<file path="src/rtl/iob_fp_acc_ctrl_if.sv">
// Bundle of the run-control, element-stream and adder-facing signals of iob_fp_acc_ctrl.
// slave is the controller's view; master is the surrounding logic (source, adder, consumer).
interface iob_fp_acc_ctrl_if #(
    parameter int DATA_W = 32,
    parameter int LEN_W  = 16
);
    logic              start_i;
    logic [LEN_W-1:0]  len_i;
    logic              busy_o;
    logic              in_valid_i;
    logic              in_ready_o;
    logic [DATA_W-1:0] in_data_i;
    logic              add_start_o;
    logic [DATA_W-1:0] add_op_a_o;
    logic [DATA_W-1:0] add_op_b_o;
    logic              add_done_i;
    logic [DATA_W-1:0] add_res_i;
    logic              add_overflow_i;
    logic              add_underflow_i;
    logic              add_exception_i;
    logic              done_o;
    logic [DATA_W-1:0] res_o;
    logic              overflow_o;
    logic              underflow_o;
    logic              exception_o;

    modport slave (
        input  start_i, len_i, in_valid_i, in_data_i,
        input  add_done_i, add_res_i, add_overflow_i, add_underflow_i, add_exception_i,
        output busy_o, in_ready_o, add_start_o, add_op_a_o, add_op_b_o,
        output done_o, res_o, overflow_o, underflow_o, exception_o
    );

    modport master (
        output start_i, len_i, in_valid_i, in_data_i,
        output add_done_i, add_res_i, add_overflow_i, add_underflow_i, add_exception_i,
        input  busy_o, in_ready_o, add_start_o, add_op_a_o, add_op_b_o,
        input  done_o, res_o, overflow_o, underflow_o, exception_o
    );
endinterface

</file>
<file path="src/rtl/iob_fp_acc_ctrl.sv">
// Sequencer that folds a run of len_i floats through the shared iob_fp_add, with sticky flags.
// Optional IOB_FP_ACC_ABORT_EN: end the run early on the first adder exception.
module iob_fp_acc_ctrl #(
    parameter int DATA_W = 32,
    parameter int EXP_W  = 8,
    parameter int LEN_W  = 16
) (
    input  logic               clk_i,
    input  logic               rst_i,
    iob_fp_acc_ctrl_if.slave   bus
);
    localparam logic [DATA_W-1:0] POS_ZERO =
        {1'b0, {EXP_W{1'b0}}, {(DATA_W-EXP_W-1){1'b0}}};

    typedef enum logic [2:0] {
        IDLE     = 3'd0,
        WAIT_IN  = 3'd1,
        ISSUE    = 3'd2,
        WAIT_ADD = 3'd3,
        DONE     = 3'd4
    } state_t;

    state_t            state_r;
    state_t            state_s;
    logic [LEN_W-1:0]  len_r;
    logic [LEN_W-1:0]  cnt_r;
    logic [LEN_W-1:0]  cnt_inc_s;
    logic [DATA_W-1:0] acc_r;
    logic [DATA_W-1:0] op_b_r;
    logic [DATA_W-1:0] res_r;
    logic              ovf_r;
    logic              unf_r;
    logic              exc_r;
    logic              busy_r;
    logic              in_ready_r;
    logic              add_start_r;
    logic              done_r;
    logic              start_acc_s;
    logic              in_fire_s;
    logic              add_fire_s;
    logic              finish_s;

    // State register
    always_ff @(posedge clk_i or posedge rst_i) begin
        if (rst_i) begin
            state_r <= IDLE;
        end else begin
            state_r <= state_s;
        end
    end

    // Next-state decode and per-cycle datapath enables
    always_comb begin
        state_s     = state_r;
        start_acc_s = 1'b0;
        in_fire_s   = 1'b0;
        add_fire_s  = 1'b0;
        finish_s    = 1'b0;
        cnt_inc_s   = cnt_r + {{(LEN_W-1){1'b0}}, 1'b1};
        case (state_r)
            IDLE: begin
                if (bus.start_i) begin
                    start_acc_s = 1'b1;
                    if (bus.len_i == {LEN_W{1'b0}}) begin
                        state_s = DONE;
                    end else begin
                        state_s = WAIT_IN;
                    end
                end else begin
                    state_s = IDLE;
                end
            end
            WAIT_IN: begin
                if (bus.in_valid_i) begin
                    in_fire_s = 1'b1;
                    state_s   = ISSUE;
                end else begin
                    state_s = WAIT_IN;
                end
            end
            ISSUE: begin
                state_s = WAIT_ADD;
            end
            WAIT_ADD: begin
                if (bus.add_done_i) begin
                    add_fire_s = 1'b1;
`ifdef IOB_FP_ACC_ABORT_EN
                    finish_s = (cnt_inc_s == len_r) || bus.add_exception_i;
`else
                    finish_s = (cnt_inc_s == len_r);
`endif
                    if (finish_s) begin
                        state_s = DONE;
                    end else begin
                        state_s = WAIT_IN;
                    end
                end else begin
                    state_s = WAIT_ADD;
                end
            end
            DONE: begin
                state_s = IDLE;
            end
            default: begin
                state_s = IDLE;
            end
        endcase
    end

    // Run datapath: length, count, running sum, operand B, result and sticky flags
    always_ff @(posedge clk_i or posedge rst_i) begin
        if (rst_i) begin
            len_r  <= {LEN_W{1'b0}};
            cnt_r  <= {LEN_W{1'b0}};
            acc_r  <= POS_ZERO;
            op_b_r <= {DATA_W{1'b0}};
            res_r  <= POS_ZERO;
            ovf_r  <= 1'b0;
            unf_r  <= 1'b0;
            exc_r  <= 1'b0;
        end else if (start_acc_s) begin
            len_r <= bus.len_i;
            cnt_r <= {LEN_W{1'b0}};
            acc_r <= POS_ZERO;
            res_r <= POS_ZERO;
            ovf_r <= 1'b0;
            unf_r <= 1'b0;
            exc_r <= 1'b0;
        end else if (in_fire_s) begin
            op_b_r <= bus.in_data_i;
        end else if (add_fire_s) begin
            acc_r <= bus.add_res_i;
            cnt_r <= cnt_inc_s;
            ovf_r <= ovf_r | bus.add_overflow_i;
            unf_r <= unf_r | bus.add_underflow_i;
            exc_r <= exc_r | bus.add_exception_i;
            // The result register is loaded on the same edge that enters DONE
            if (finish_s) begin
                res_r <= bus.add_res_i;
            end
        end
    end

    // Control outputs registered from the next state so they are glitch-free
    always_ff @(posedge clk_i or posedge rst_i) begin
        if (rst_i) begin
            busy_r      <= 1'b0;
            in_ready_r  <= 1'b0;
            add_start_r <= 1'b0;
            done_r      <= 1'b0;
        end else begin
            busy_r      <= (state_s != IDLE);
            in_ready_r  <= (state_s == WAIT_IN);
            add_start_r <= (state_s == ISSUE);
            done_r      <= (state_s == DONE);
        end
    end

    assign bus.busy_o      = busy_r;
    assign bus.in_ready_o  = in_ready_r;
    assign bus.add_start_o = add_start_r;
    assign bus.add_op_a_o  = acc_r;
    assign bus.add_op_b_o  = op_b_r;
    assign bus.done_o      = done_r;
    assign bus.res_o       = res_r;
    assign bus.overflow_o  = ovf_r;
    assign bus.underflow_o = unf_r;
    assign bus.exception_o = exc_r;
endmodule
</file>
<file path="src/flat_wrapper.sv">
// flat-port wrapper written by rule: the top's interface ports become plain ports
module iob_fp_acc_ctrl_flat 
#(
    parameter int DATA_W = 32,
    parameter int EXP_W  = 8,
    parameter int LEN_W  = 16
)
  (clk_i, rst_i, bus_start_i, bus_len_i, bus_in_valid_i, bus_in_data_i, bus_add_done_i, bus_add_res_i, bus_add_overflow_i, bus_add_underflow_i, bus_add_exception_i, bus_busy_o, bus_in_ready_o, bus_add_start_o, bus_add_op_a_o, bus_add_op_b_o, bus_done_o, bus_res_o, bus_overflow_o, bus_underflow_o, bus_exception_o);
  iob_fp_acc_ctrl_if #(.DATA_W(DATA_W), .LEN_W(LEN_W)) bus_i ();
  input  logic clk_i;
  input  logic rst_i;
  input wire logic [$bits(bus_i.start_i)-1:0] bus_start_i;
  input wire logic [$bits(bus_i.len_i)-1:0] bus_len_i;
  input wire logic [$bits(bus_i.in_valid_i)-1:0] bus_in_valid_i;
  input wire logic [$bits(bus_i.in_data_i)-1:0] bus_in_data_i;
  input wire logic [$bits(bus_i.add_done_i)-1:0] bus_add_done_i;
  input wire logic [$bits(bus_i.add_res_i)-1:0] bus_add_res_i;
  input wire logic [$bits(bus_i.add_overflow_i)-1:0] bus_add_overflow_i;
  input wire logic [$bits(bus_i.add_underflow_i)-1:0] bus_add_underflow_i;
  input wire logic [$bits(bus_i.add_exception_i)-1:0] bus_add_exception_i;
  output wire logic [$bits(bus_i.busy_o)-1:0] bus_busy_o;
  output wire logic [$bits(bus_i.in_ready_o)-1:0] bus_in_ready_o;
  output wire logic [$bits(bus_i.add_start_o)-1:0] bus_add_start_o;
  output wire logic [$bits(bus_i.add_op_a_o)-1:0] bus_add_op_a_o;
  output wire logic [$bits(bus_i.add_op_b_o)-1:0] bus_add_op_b_o;
  output wire logic [$bits(bus_i.done_o)-1:0] bus_done_o;
  output wire logic [$bits(bus_i.res_o)-1:0] bus_res_o;
  output wire logic [$bits(bus_i.overflow_o)-1:0] bus_overflow_o;
  output wire logic [$bits(bus_i.underflow_o)-1:0] bus_underflow_o;
  output wire logic [$bits(bus_i.exception_o)-1:0] bus_exception_o;
  assign bus_i.start_i = bus_start_i;
  assign bus_i.len_i = bus_len_i;
  assign bus_i.in_valid_i = bus_in_valid_i;
  assign bus_i.in_data_i = bus_in_data_i;
  assign bus_i.add_done_i = bus_add_done_i;
  assign bus_i.add_res_i = bus_add_res_i;
  assign bus_i.add_overflow_i = bus_add_overflow_i;
  assign bus_i.add_underflow_i = bus_add_underflow_i;
  assign bus_i.add_exception_i = bus_add_exception_i;
  assign bus_busy_o = bus_i.busy_o;
  assign bus_in_ready_o = bus_i.in_ready_o;
  assign bus_add_start_o = bus_i.add_start_o;
  assign bus_add_op_a_o = bus_i.add_op_a_o;
  assign bus_add_op_b_o = bus_i.add_op_b_o;
  assign bus_done_o = bus_i.done_o;
  assign bus_res_o = bus_i.res_o;
  assign bus_overflow_o = bus_i.overflow_o;
  assign bus_underflow_o = bus_i.underflow_o;
  assign bus_exception_o = bus_i.exception_o;
  iob_fp_acc_ctrl #(.DATA_W(DATA_W), .EXP_W(EXP_W), .LEN_W(LEN_W)) u_core (.clk_i(clk_i), .rst_i(rst_i), .bus(bus_i));
endmodule
</file>
<file path="config.mk">
export PLATFORM = sky130hd
export DESIGN_NAME = iob_fp_acc_ctrl_flat
export DESIGN_NICKNAME = d
export VERILOG_FILES = /design/src/rtl/iob_fp_acc_ctrl_if.sv /design/src/rtl/iob_fp_acc_ctrl.sv /design/src/flat_wrapper.sv
export SDC_FILE = /design/constraint.sdc
export NUM_CORES = 1
export LEC_CHECK = 0
export ABC_AREA = 0
export CAP_MARGIN = 10
export CORE_MARGIN = 10
export CORE_UTILIZATION = 51
export CTS_CLUSTER_DIAMETER = 200
export DETAILED_ROUTE_END_ITERATION = 7
export PLACE_DENSITY = 0.91
export SLEW_MARGIN = 30
export SYNTH_ARGS = -nofsm -noshare
export SYNTH_HDL_FRONTEND = slang
export SYNTH_SLANG_ARGS = --single-unit
export TNS_END_PERCENT = 10
</file>
<file path="constraint.sdc">
create_clock -name clk_i -period 15.4 [get_ports clk_i]
set_input_delay 3.85 -clock clk_i [delete_from_list [all_inputs] [get_ports clk_i]]
set_output_delay 3.85 -clock clk_i [all_outputs]
set_load 0.01 [all_outputs]
</file>
[After elaboration in Yosys (flattened, before gate mapping)]
Cells that the tools add are included.
W data, S select, Z words.
Cells by class
  $add $sub $neg: 1
  equality and inequality tests: 8
  multiplexer cells: 33
  bitwise operators: 4
  reductions and logical operators: 8
Operators with widths (number)
  $mux W32: 7
  $mux W16: 3
  $mux W1: 17
  $add A16 B1 Y16 const B: 1
  $eq A16 B16 Y1: 1
  $logic_not A16 Y1: 1
  $mux W3: 4
  $pmux W3 S4: 1
  $eq A3 B2 Y1 const B: 3
  $eq A3 B1 Y1 const B: 2
  $reduce_and A2 Y1: 2
  $reduce_bool A2 Y1: 2
  $eq A3 B3 Y1 const B: 1
  $logic_not A3 Y1: 1
  $or A1 B1 Y1: 3
  $reduce_and A3 Y1: 1
  $reduce_bool A3 Y1: 1
  $mux W2: 1
  $ne A2 B1 Y1 const B: 1
  $not A1 Y1: 1
Word-level totals
  register bits after elaboration: 138
  bits of input ports: 88
  output and inout port bits: 103
  word-level logic and storage cells: 67

[Longest topological paths before layout]
Gate-level depths: netlist of the first run.
  word-level depth: 8
  mapped depth: 10
  gate-level depth less buffers: 8

[Least setup slack after synthesis of the first run]
OpenSTA, ideal clock, no wires.
  path kind: input to register
  start point: in bus_add_done_i
  end point: reg u_core.res_r[0] (netlist: u_core.bus.res_o[0])
  setup time: 0.136 ns
  arrival time: 5.548 ns
  required time: 15.264 ns
  slack: 9.716 ns
  cell stages on the path: 7
  buffers on the path: 1
  cells stage by stage: o211ai_1 > a2111oi_1 > nand3b_4 > or4_1 > clkbuf_1 > o21ai_0 > a21oi_1
On the way
  word-level cells in the longest chain between the ends: 4
  elaborated cells on any way between the ends: 7
  those cells by class: 4 x mux; 3 x reduce/logical
RTL lines
  start: declaration: line flat_wrapper.sv:16  | input wire logic [$bits(bus_i.add_done_i)-1:0] bus_add_done_i;
  $mux W1: line iob_fp_acc_ctrl.sv:85  | if (bus.add_done_i) begin
  $mux W1: line iob_fp_acc_ctrl.sv:60  | case (state_r)
  $reduce_bool A2 Y1 (no line)
  $reduce_and A3 Y1 (no line) (*)
  end signal: assignment: line iob_fp_acc_ctrl.sv:139  | res_r <= bus.add_res_i;
  end: declaration: line iob_fp_acc_ctrl.sv:30  | logic [DATA_W-1:0] res_r;
Mark *: on every way between the ends. The rest lies on a longest branch, timed or not.
A chain may end at the register's enable or synchronous reset.

[Worst setup path after layout of the first run]
  start point: in bus_add_done_i
  end point: reg u_core.res_r[22] (netlist: u_core.bus.res_o[22])
The elaborated chain is that of the path after synthesis.

==> impl_metrics.ini, run 1 <==
[status]
status = complete, no violations

[logic_synthesis]
synth_top_area_share = 0.552
yosys.area.top_type = dfrtp_1
yosysSeqAreaShare = 0.552
ys_warn_count = 0
synth_nets = 732
synth_area_leaders = dfrtp_1, nand2_1, a21oi_1
synth_area_mm2 = 0.00626
synthFlopType = dfrtp_1
synth_edf_count = 0
ys_ff_latch = 138
netlist-cell-type-count = 53
synthArstFlopShare = 1.00
synthCells = 643
syn_avg_cell_area_um2 = 9.74

[run]
max_cap_violations = 0

[sta]
finClkSkew_ns = 0.00569
rsz0062_at_grt = no
post-route-period-util = 0.428
slew-limit-headroom = 0.370
fmax_mhz = 152
fin_tns_setup_ns = 0
fin_crit_ns = 6.59
final.setup.worst_slack_ns = 8.81
worst_slew_pin_slew_ns = 0.945
hold_viol_final = 0
maxSlewViolCount = 0
setup_viol = 0

[cts]
htreeDepth = 4
ctsRootBufferMaster = clkbuf_16
cts_tree = done
cts_resized = 0
cts_sinks = 138
insertion_delay_ns = 0.42
clk_transition_reported_paths_ns = 0.06
clockBufferDepth = 2
cts_hold_buf = 0
cts_buffers = 17
post_cts_buffers = 0

[placement]
io_buffers = 190
gp_congestion = 0.841
place_ws_ns = 8.40
hpwl_um = 13800

[route]
firstDrtPassIters = 5
drt_iter0_markers = 526
viasPerCell = 5.92
drc = 0
vias = 5726
post_drt_wl_per_cell_um = 21.0
drtAntennaViolNets = 0
wirelength_um = 20400

[finish]
multi_input_area_mm2 = 0.00260
final_core_util = 0.737
drive_gt1_frac = 0.0962
final.fill_count = 821
final_cell_mix = clkdlybuf4s50_1, dfrtp_1, nand2_1, a21oi_1, o21ai_0
nets = 897
area_growth_pct = 41.3
antenna_cells = 0
regArea_mm2 = 0.00345
layout_commonest_cell = clkdlybuf4s50_1

[global_route]
antenna_found_initial = 0
grt_use_total = 0.242
overflow = 0
grt_pass1_wl_um = 32200
grt_max_degree = 84
grt_pass1_vias = 6054

[floorplanning]
dieWidth_um = 131
io_pins = 191
chipHeight_um = 131
fp-row-count = 40
coreArea_mm2 = 0.0120
initial_core_util = 0.521
dieArea_mm2 = 0.0171

[critical_path]
ff2ff_path_depth = 8
cp_data_arrival_time_ns = 6.85
crit_slowest_cell = or4_1
cp_max_fo = 32
path_cells = clkdlybuf4s50_1, o211ai_1, a2111oi_1, nand3b_4, or4_1, o21ai_0, a21oi_1
path_class = input port to flop
crit_family = compound AO/OA/AOI/OAI gates
required_ns = 15.66
cp.depth = 7
cp-start-kind = input port
end_kind = flop
cp_slowest_stage_delay_ns = 0.97
path_buf_inv = 1

[power]
p_leak_nw = 3.77
power_density_mw_per_mm2 = 181
irDropWorstVdd_v = 0.000133

[hold_path]
hold_path.class = flop to flop
hold_depth = 2
## state kept, by name, indices dropped and copies added, names as in the netlist
signal,cells
u_core.bus.add_op_a_o,32
u_core.bus.add_op_b_o,32
u_core.bus.add_start_o,1
u_core.bus.busy_o,1
u_core.bus.done_o,1
u_core.bus.exception_o,1
u_core.bus.in_ready_o,1
u_core.bus.overflow_o,1
u_core.bus.res_o,32
u_core.bus.underflow_o,1
u_core.cnt_r,16
u_core.len_r,16
u_core.state_r,3
## stage by stage
step | hold slack, ns | cell area (um^2) | power, mW | instances
2_1_floorplan | 0.454 | 6260 | 0.856 | 643
3_3_place_gp | 0.468 | 8190 | 1.13 | 936
3_5_place_dp | 0.482 | 8200 | 1.16 | 936
4_1_cts | 0.496 | 8850 | 1.61 | 968
5_1_grt | 0.511 | 8850 | 1.69 | 968
6_report | 0.490 | 8850 | 1.60 | 968
## worst paths after layout
check | slack, ns | to | start
min in group asynchronous | 3.90 | u_core.bus.add_op_b_o[15]$_DFFE_PP0P_ | rst_i
max | 8.81 | u_core.bus.res_o[22]$_DFFE_PP0P_ | bus_add_done_i
min | 0.49 | u_core.bus.overflow_o$_DFFE_PP0P_ | u_core.bus.overflow_o$_DFFE_PP0P_
min reg2reg | 0.49 | u_core.bus.overflow_o$_DFFE_PP0P_ | u_core.bus.overflow_o$_DFFE_PP0P_
max in group asynchronous | 10.31 | u_core.cnt_r[9]$_DFFE_PP0P_ | rst_i
max reg2reg | 11.33 | u_core.bus.res_o[22]$_DFFE_PP0P_ | u_core.cnt_r[0]$_DFFE_PP0P_
## worst register-to-register path, stage by stage, from the launching register on
cell and delay [ns]:
dfrtp_1 0.55, ha_1 0.50, nand4_1 0.29, nor4_1 0.72, xnor2_1 0.19, nand4_1 0.25, or4_1 0.91, o21ai_0 0.39
a21oi_1 0.12
## report_power, final
group          leakage (nW)  switching [mW]  internal (mW)
clock network         0.323           0.154          0.288
registers              1.79          0.0834          0.481
logic                  1.65           0.295          0.298
## kinds of logic (layout without fill, tap and decap cells)
| kind of cell | count (synthesis) | after routing | synth area share |
|---|---|---|---|
| XOR/XNOR | 20 | 20 | 0.0280 |
| AO/OA/AOI/OAI | 157 | 157 | 0.143 |
| multiplexers | 33 | 33 | 0.0592 |
| adder cells (fa/ha/maj) | 1 | 1 | 0.00200 |
| buffers and inverters | 54 | 232 | 0.0354 |
| AND/OR/NAND/NOR | 240 | 240 | 0.181 |
| flip-flops | 138 | 138 | 0.552 |
## metal layers
layer	share of wire	wire length (um)	track usage	vias up
met4	0.032	653	0.0994	0
li1	-	-	-	2586
met1	0.36	7290	0.260	2799
met2	0.52	10600	0.424	285
met5	0	0	0	-
met3	0.088	1800	0.0882	56
## cell type report
| class | count | area share |
|---|---|---|
| Tap cell | 147 | 0.0208 |
| Inverter | 4 | 0.00198 |
| Multi-Input combinational cell | 451 | 0.294 |
| Timing Repair Buffer | 196 | 0.220 |
| Clock inverter | 11 | 0.0188 |
| Clock buffer | 21 | 0.0543 |
| Sequential cell | 138 | 0.390 |
## synth_stat cells, drive strengths merged (8+ instances only)
master,count
clkbuf,39
dfrtp,138
buf,11
nor4,10
a21oi,72
nand3,47
nand4,8
nand2,130
mux2,32
o21ai,53
nor2,15
xor2,13
(Power assumes the default switching activity.)
==> inputs of run 2 (changes only) <==
--- a/config.mk
+++ b/config.mk
@@ -8,10 +8,10 @@
 export ABC_AREA = 0
 export CAP_MARGIN = 10
 export CORE_MARGIN = 10
-export CORE_UTILIZATION = 51
+export CORE_UTILIZATION = 43
 export CTS_CLUSTER_DIAMETER = 200
 export DETAILED_ROUTE_END_ITERATION = 7
-export PLACE_DENSITY = 0.91
+export PLACE_DENSITY = 0.82
 export SLEW_MARGIN = 30
 export SYNTH_ARGS = -nofsm -noshare
 export SYNTH_HDL_FRONTEND = slang
==> constraint.sdc (replaced) <==
create_clock -name clk_i -period 5.39 [get_ports clk_i]
set_input_delay 1.3475 -clock clk_i [delete_from_list [all_inputs] [get_ports clk_i]]
set_output_delay 1.3475 -clock clk_i [all_outputs]
set_load 0.01 [all_outputs]
==> run 2 against run 1 <==
  * Sequential power grew to 2.8 times the previous value
  * Wire length is 7.5% lower
  * Die area grew 16%
  * Worst setup slack worse by 7.4 ns
  * Power rose to 2.8 times the previous value
  * Via count decreased by 3.9%
  * Combinational power rose to 2.8 times the previous value
  * Register-to-register slack lost 9.9 ns
  * Critical path depth stayed put
  * Cell area barely moved
==> impl_metrics.ini, run 2 (synthesized netlist as in run 1, its figures left out) <==
[floorplanning]
chipHeight_um = 141
io_pins = 191
coreArea_mm2 = 0.0144
dieArea_mm2 = 0.0198
initial_core_util = 0.434
dieWidth_um = 141
fp-row-count = 44

[cts]
cts_hold_buf = 0
clk_transition_reported_paths_ns = 0.06
cts_sinks = 138
clockBufferDepth = 2
cts_resized = 0
post_cts_buffers = 0
cts_buffers = 17
insertion_delay_ns = 0.43
cts_tree = done
htreeDepth = 4
ctsRootBufferMaster = clkbuf_16

[global_route]
grt_pass1_vias = 5536
grt_use_total = 0.188
overflow = 0
grt_pass1_wl_um = 30000
antenna_found_initial = 0
grt_max_degree = 115

[finish]
final_cell_mix = clkdlybuf4s50_1, dfrtp_1, nand2_1, a21oi_1, o21ai_0
layout_commonest_cell = clkdlybuf4s50_1
antenna_cells = 0
area_growth_pct = 41.3
final_cells = 1005
drive_gt1_frac = 0.0962
nets = 897
final_area_mm2 = 0.00885

[critical_path]
cp.depth = 7
required_ns = 5.67
path_cells = clkdlybuf4s50_1, o211ai_1, a2111oi_1, nand3b_4, or4_2, o21ai_0, a21oi_1
cp_slowest_stage_delay_ns = 1.01
crit_family = simple AND/OR/NAND/NOR gates
path_buf_inv = 1
cp-start-kind = input port
cp_data_arrival_time_ns = 4.25
critPathLaunch = bus_add_done_i
path_class = input port to flop
cp_max_fo = 32
crit_slowest_cell = or4_2
ff2ff_path_depth = 8
reg2reg_from = u_core.cnt_r[0]$_DFFE_PP0P_
end_kind = flop

[route]
viasPerCell = 5.48
drc = 0
vias = 5505
wirelength_um = 18800
firstDrtPassIters = 5
drtAntennaViolNets = 0
post_drt_wl_per_cell_um = 18.7
drt_iter0_markers = 434

[sta]
setup_viol = 0
fin_tns_setup_ns = 0
rsz0062_at_grt = no
hold_viol_final = 0
fin_crit_ns = 3.98
hold_slack_ns = 0.490
maxSlewViolCount = 0
slew-limit-headroom = 0.456
fmax_mhz = 251
post-route-period-util = 0.738
finClkSkew_ns = 0.0171
worst_slew_pin_slew_ns = 0.813

[power]
p_leak_nw = 3.74
irDropWorstVdd_v = 0.000345
power_density_mw_per_mm2 = 503

[hold_path]
holdCritStartpoint = u_core.bus.underflow_o$_DFFE_PP0P_
hold_depth = 2
hold_path.class = flop to flop

[run]
max_cap_violations = 0

[placement]
gp_congestion = 0.900
dp.cells = 973
placed_cell_area_mm2 = 0.00825
io_buffers = 190
hpwl_um = 13000

[status]
status = complete, no violations
-- run 2: worst paths after layout --
kind | endpoint | slack, ns
min | u_core.bus.underflow_o$_DFFE_PP0P_ | 0.49
max reg2reg | u_core.bus.res_o[14]$_DFFE_PP0P_ | 1.46
min in group asynchronous | u_core.bus.add_op_a_o[22]$_DFFE_PP0P_ | 1.48
max | u_core.bus.res_o[14]$_DFFE_PP0P_ | 1.41
min reg2reg | u_core.bus.underflow_o$_DFFE_PP0P_ | 0.49
max in group asynchronous | u_core.cnt_r[0]$_DFFE_PP0P_ | 3.06
-- run 2: per-stage QoR --
step	utilization	worst slack (ns)	power (mW)
2_1_floorplan	-	0.346	2.45
3_3_place_gp	0.571	1.04	3.26
3_5_place_dp	0.572	0.928	3.30
4_1_cts	0.613	1.36	4.49
5_1_grt	0.613	1.21	4.70
6_report	0.613	1.41	4.45
-- run 2: tightest hold or removal path: stages (launching register included) --
cell and delay [ns]:
dfrtp_1 0.34, a21oi_1 0.04, nor2_1 0.07
-- run 2: per-layer routing --
| layer | GRT usage | up-vias | share of wire |
|---|---|---|---|
| met4 | 0.0853 | 0 | 0.032 |
| met3 | 0.0799 | 45 | 0.084 |
| met2 | 0.302 | 212 | 0.49 |
| met1 | 0.212 | 2667 | 0.39 |
| li1 | - | 2581 | - |
| met5 | 0 | - | 0 |
-- run 2: power by group --
group / total, mW / leakage [nW] / switching, mW / internal [mW]
combinational: 1.67 / 1.65 / 0.821 / 0.852
clock: 1.18 / 0.293 / 0.447 / 0.729
sequential: 1.60 / 1.79 / 0.225 / 1.37
-- run 2: final cells by class --
| cell class | count | area, um^2 |
|---|---|---|
| Inverter | 4 | 22.5 |
| Sequential cell | 138 | 3450 |
| Timing Repair Buffer | 196 | 1950 |
| Clock inverter | 10 | 113 |
| Multi-Input combinational cell | 451 | 2600 |
| Clock buffer | 22 | 484 |
| Tap cell | 184 | 230 |
| Fill cell | 1219 | 5580 |
==> inputs of run 3 (changes only) <==
==> constraint.sdc (replaced) <==
create_clock -name clk_i -period 3.2 [get_ports clk_i]
set_input_delay 0.8 -clock clk_i [delete_from_list [all_inputs] [get_ports clk_i]]
set_output_delay 0.8 -clock clk_i [all_outputs]
set_load 0.01 [all_outputs]
==> run 3 against run 2 <==
  * Wire length rose by 1.3%
  * Register-to-register slack got worse by 1.3 ns
  * Clock power rose by 54%
  * Worst setup slack got worse by 1.2 ns
  * Largest power group unchanged
  * First-iteration DRC count rose by 6.2%
  * Combinational power rose by 74%
  * Power rose by 66%
  * Sequential cell count did not move
  * Cell area rose by 1.6%
  * Global-route usage rose by 0.084 points
==> impl_metrics.ini, run 3 (synthesized netlist as in run 1, its figures left out) <==
[status]
status = complete, no violations

[route]
wirelength_um = 19100
drc = 0
post_drt_wl_per_cell_um = 18.6
viasPerCell = 5.44
drt_iter0_markers = 461
vias = 5572
drtAntennaViolNets = 0
firstDrtPassIters = 4

[global_route]
grt_pass1_vias = 5746
overflow = 0
grt_use_total = 0.189
grt_pass1_wl_um = 30500
antenna_found_initial = 0
grt_max_degree = 76

[finish]
layout_commonest_cell = clkdlybuf4s50_1
drive_gt1_frac = 0.118
antenna_cells = 0
final_core_util = 0.623
area_growth_pct = 43.6
final.fill_count = 1213
nets = 916
final_cells = 1024
final_cell_mix = clkdlybuf4s50_1, dfrtp_1, nand2_1, a21oi_1, o21ai_0

[power]
p_leak_nw = 3.81
power_frac_comb = 0.393
power_mw = 7.39
power_frac_seq = 0.360
irDropWorstVdd_v = 0.000503
p_int_mw = 4.89
clkPwrFrac = 0.246
power_density_mw_per_mm2 = 822
p_sw_mw = 2.50
p_sw_frac = 0.338

[hold_path]
holdCritStartpoint = u_core.bus.underflow_o$_DFFE_PP0P_
hold_path.class = flop to flop

[sta]
hold_slack_ns = 0.495
maxSlewViolCount = 0
worst_slew_pin_slew_ns = 0.811
post-route-period-util = 0.936
hold_viol_final = 0
finClkSkew_ns = 0.00911
fmax_mhz = 334
setup_viol = 0
rsz0062_at_grt = no
slew-limit-headroom = 0.457
fin_crit_ns = 3.00

[cts]
htreeDepth = 4
insertion_delay_ns = 0.42
cts_buffers = 17
post_cts_buffers = 0
clk_transition_reported_paths_ns = 0.05
cts_sinks = 138
clockBufferDepth = 2
cts_tree = done
ctsRootBufferMaster = clkbuf_16

[critical_path]
reg2reg_from = u_core.cnt_r[6]$_DFFE_PP0P_
end_kind = flop
required_ns = 3.48
rrSetupSlack_ns = 0.20
cp_data_arrival_time_ns = 3.28
crit_slowest_cell = dfrtp_1
cp_max_fo = 11
cp_slowest_stage_delay_ns = 0.54
cp-start-kind = flop
path_buf_inv = 1
path_cells = nand4_1, nor4_2, xnor2_1, nand4_1, buf_4, nor4_4, a211o_1, or4b_1
path_class = flop to flop
crit_top_cell = nand4_1
crit_family = simple AND/OR/NAND/NOR gates
critPathLaunch = u_core.cnt_r[6]$_DFFE_PP0P_

[placement]
hpwl_um = 13400
dp.cells = 992
io_buffers = 190
gp_congestion = 0.914

[floorplanning]
io_pins = 191
dieWidth_um = 141
fp-row-count = 44
initial_core_util = 0.434
coreArea_mm2 = 0.0144
dieArea_mm2 = 0.0198
chipHeight_um = 141

[run]
max_cap_violations = 0
run 3: final cells by class:
type | count | area (um^2) | share of cell area
multi-input cells | 451 | 2610 | 0.290
clock inverters | 11 | 96.3 | 0.0107
repair buffers | 215 | 2130 | 0.237
well taps | 184 | 230 | 0.0256
clock buffers | 21 | 450 | 0.0501
flip-flops and latches | 138 | 3450 | 0.384
inverters | 4 | 18.8 | 0.00209
run 3: power groups by stage:
stage | clock network (mW) | registers, mW | logic (mW)
final | 1.82 | 2.66 | 2.91
after floorplan | 0 | 2.85 | 1.27
after global placement | 0 | 2.65 | 2.89
after detailed placement | 0 | 2.69 | 2.92
after global routing | 1.94 | 2.74 | 3.17
after CTS | 1.86 | 2.66 | 2.95
run 3: worst register-to-register path, cell delays in order, from the launching register on:
cell     delay (ns)
dfrtp_1        0.54
nand4_1        0.36
nor4_2         0.45
xnor2_1        0.16
nand4_1        0.24
buf_4          0.23
nor4_4         0.23
a211o_1        0.21
or4b_1         0.45
run 3: metrics by stage:
stage               setup WS [ns]  area (um^2)  TNS [ns]
floorplan                   0.492         6260         0
global placement           0.0111         8420         0
detailed placement        -0.0626         8420    -0.526
CTS                         0.161         8970         0
global route               0.0152         8990         0
finish                      0.203         8990         0
run 3: worst paths after layout:
check	cells past startpoint	end
worst max register to register	8	u_core.bus.busy_o$_DFF_PP0_
worst min-delay path	2	u_core.bus.underflow_o$_DFFE_PP0P_
worst max-delay path	8	u_core.bus.busy_o$_DFF_PP0_
min in group asynchronous	2	u_core.bus.add_op_b_o[25]$_DFFE_PP0P_
max in group asynchronous	3	u_core.cnt_r[2]$_DFFE_PP0P_
worst min register to register	2	u_core.bus.underflow_o$_DFFE_PP0P_
run 3: what timing repair did:
item                       CTS  global route
hold buffers                 0             0
resized for setup            0             6
hold endpoints to repair     0             0
setup endpoints to repair    0            22
run 3: routing by layer:
layer / part of all wire / wire, um / track usage / vias to the layer above
met3: 0.076 / 1450 / 0.0739 / 34
met1: 0.40 / 7650 / 0.210 / 2723
met5: 0 / 0 / 0 / -
met2: 0.50 / 9510 / 0.318 / 184
met4: 0.024 / 463 / 0.0712 / 0
li1: - / - / - / 2631
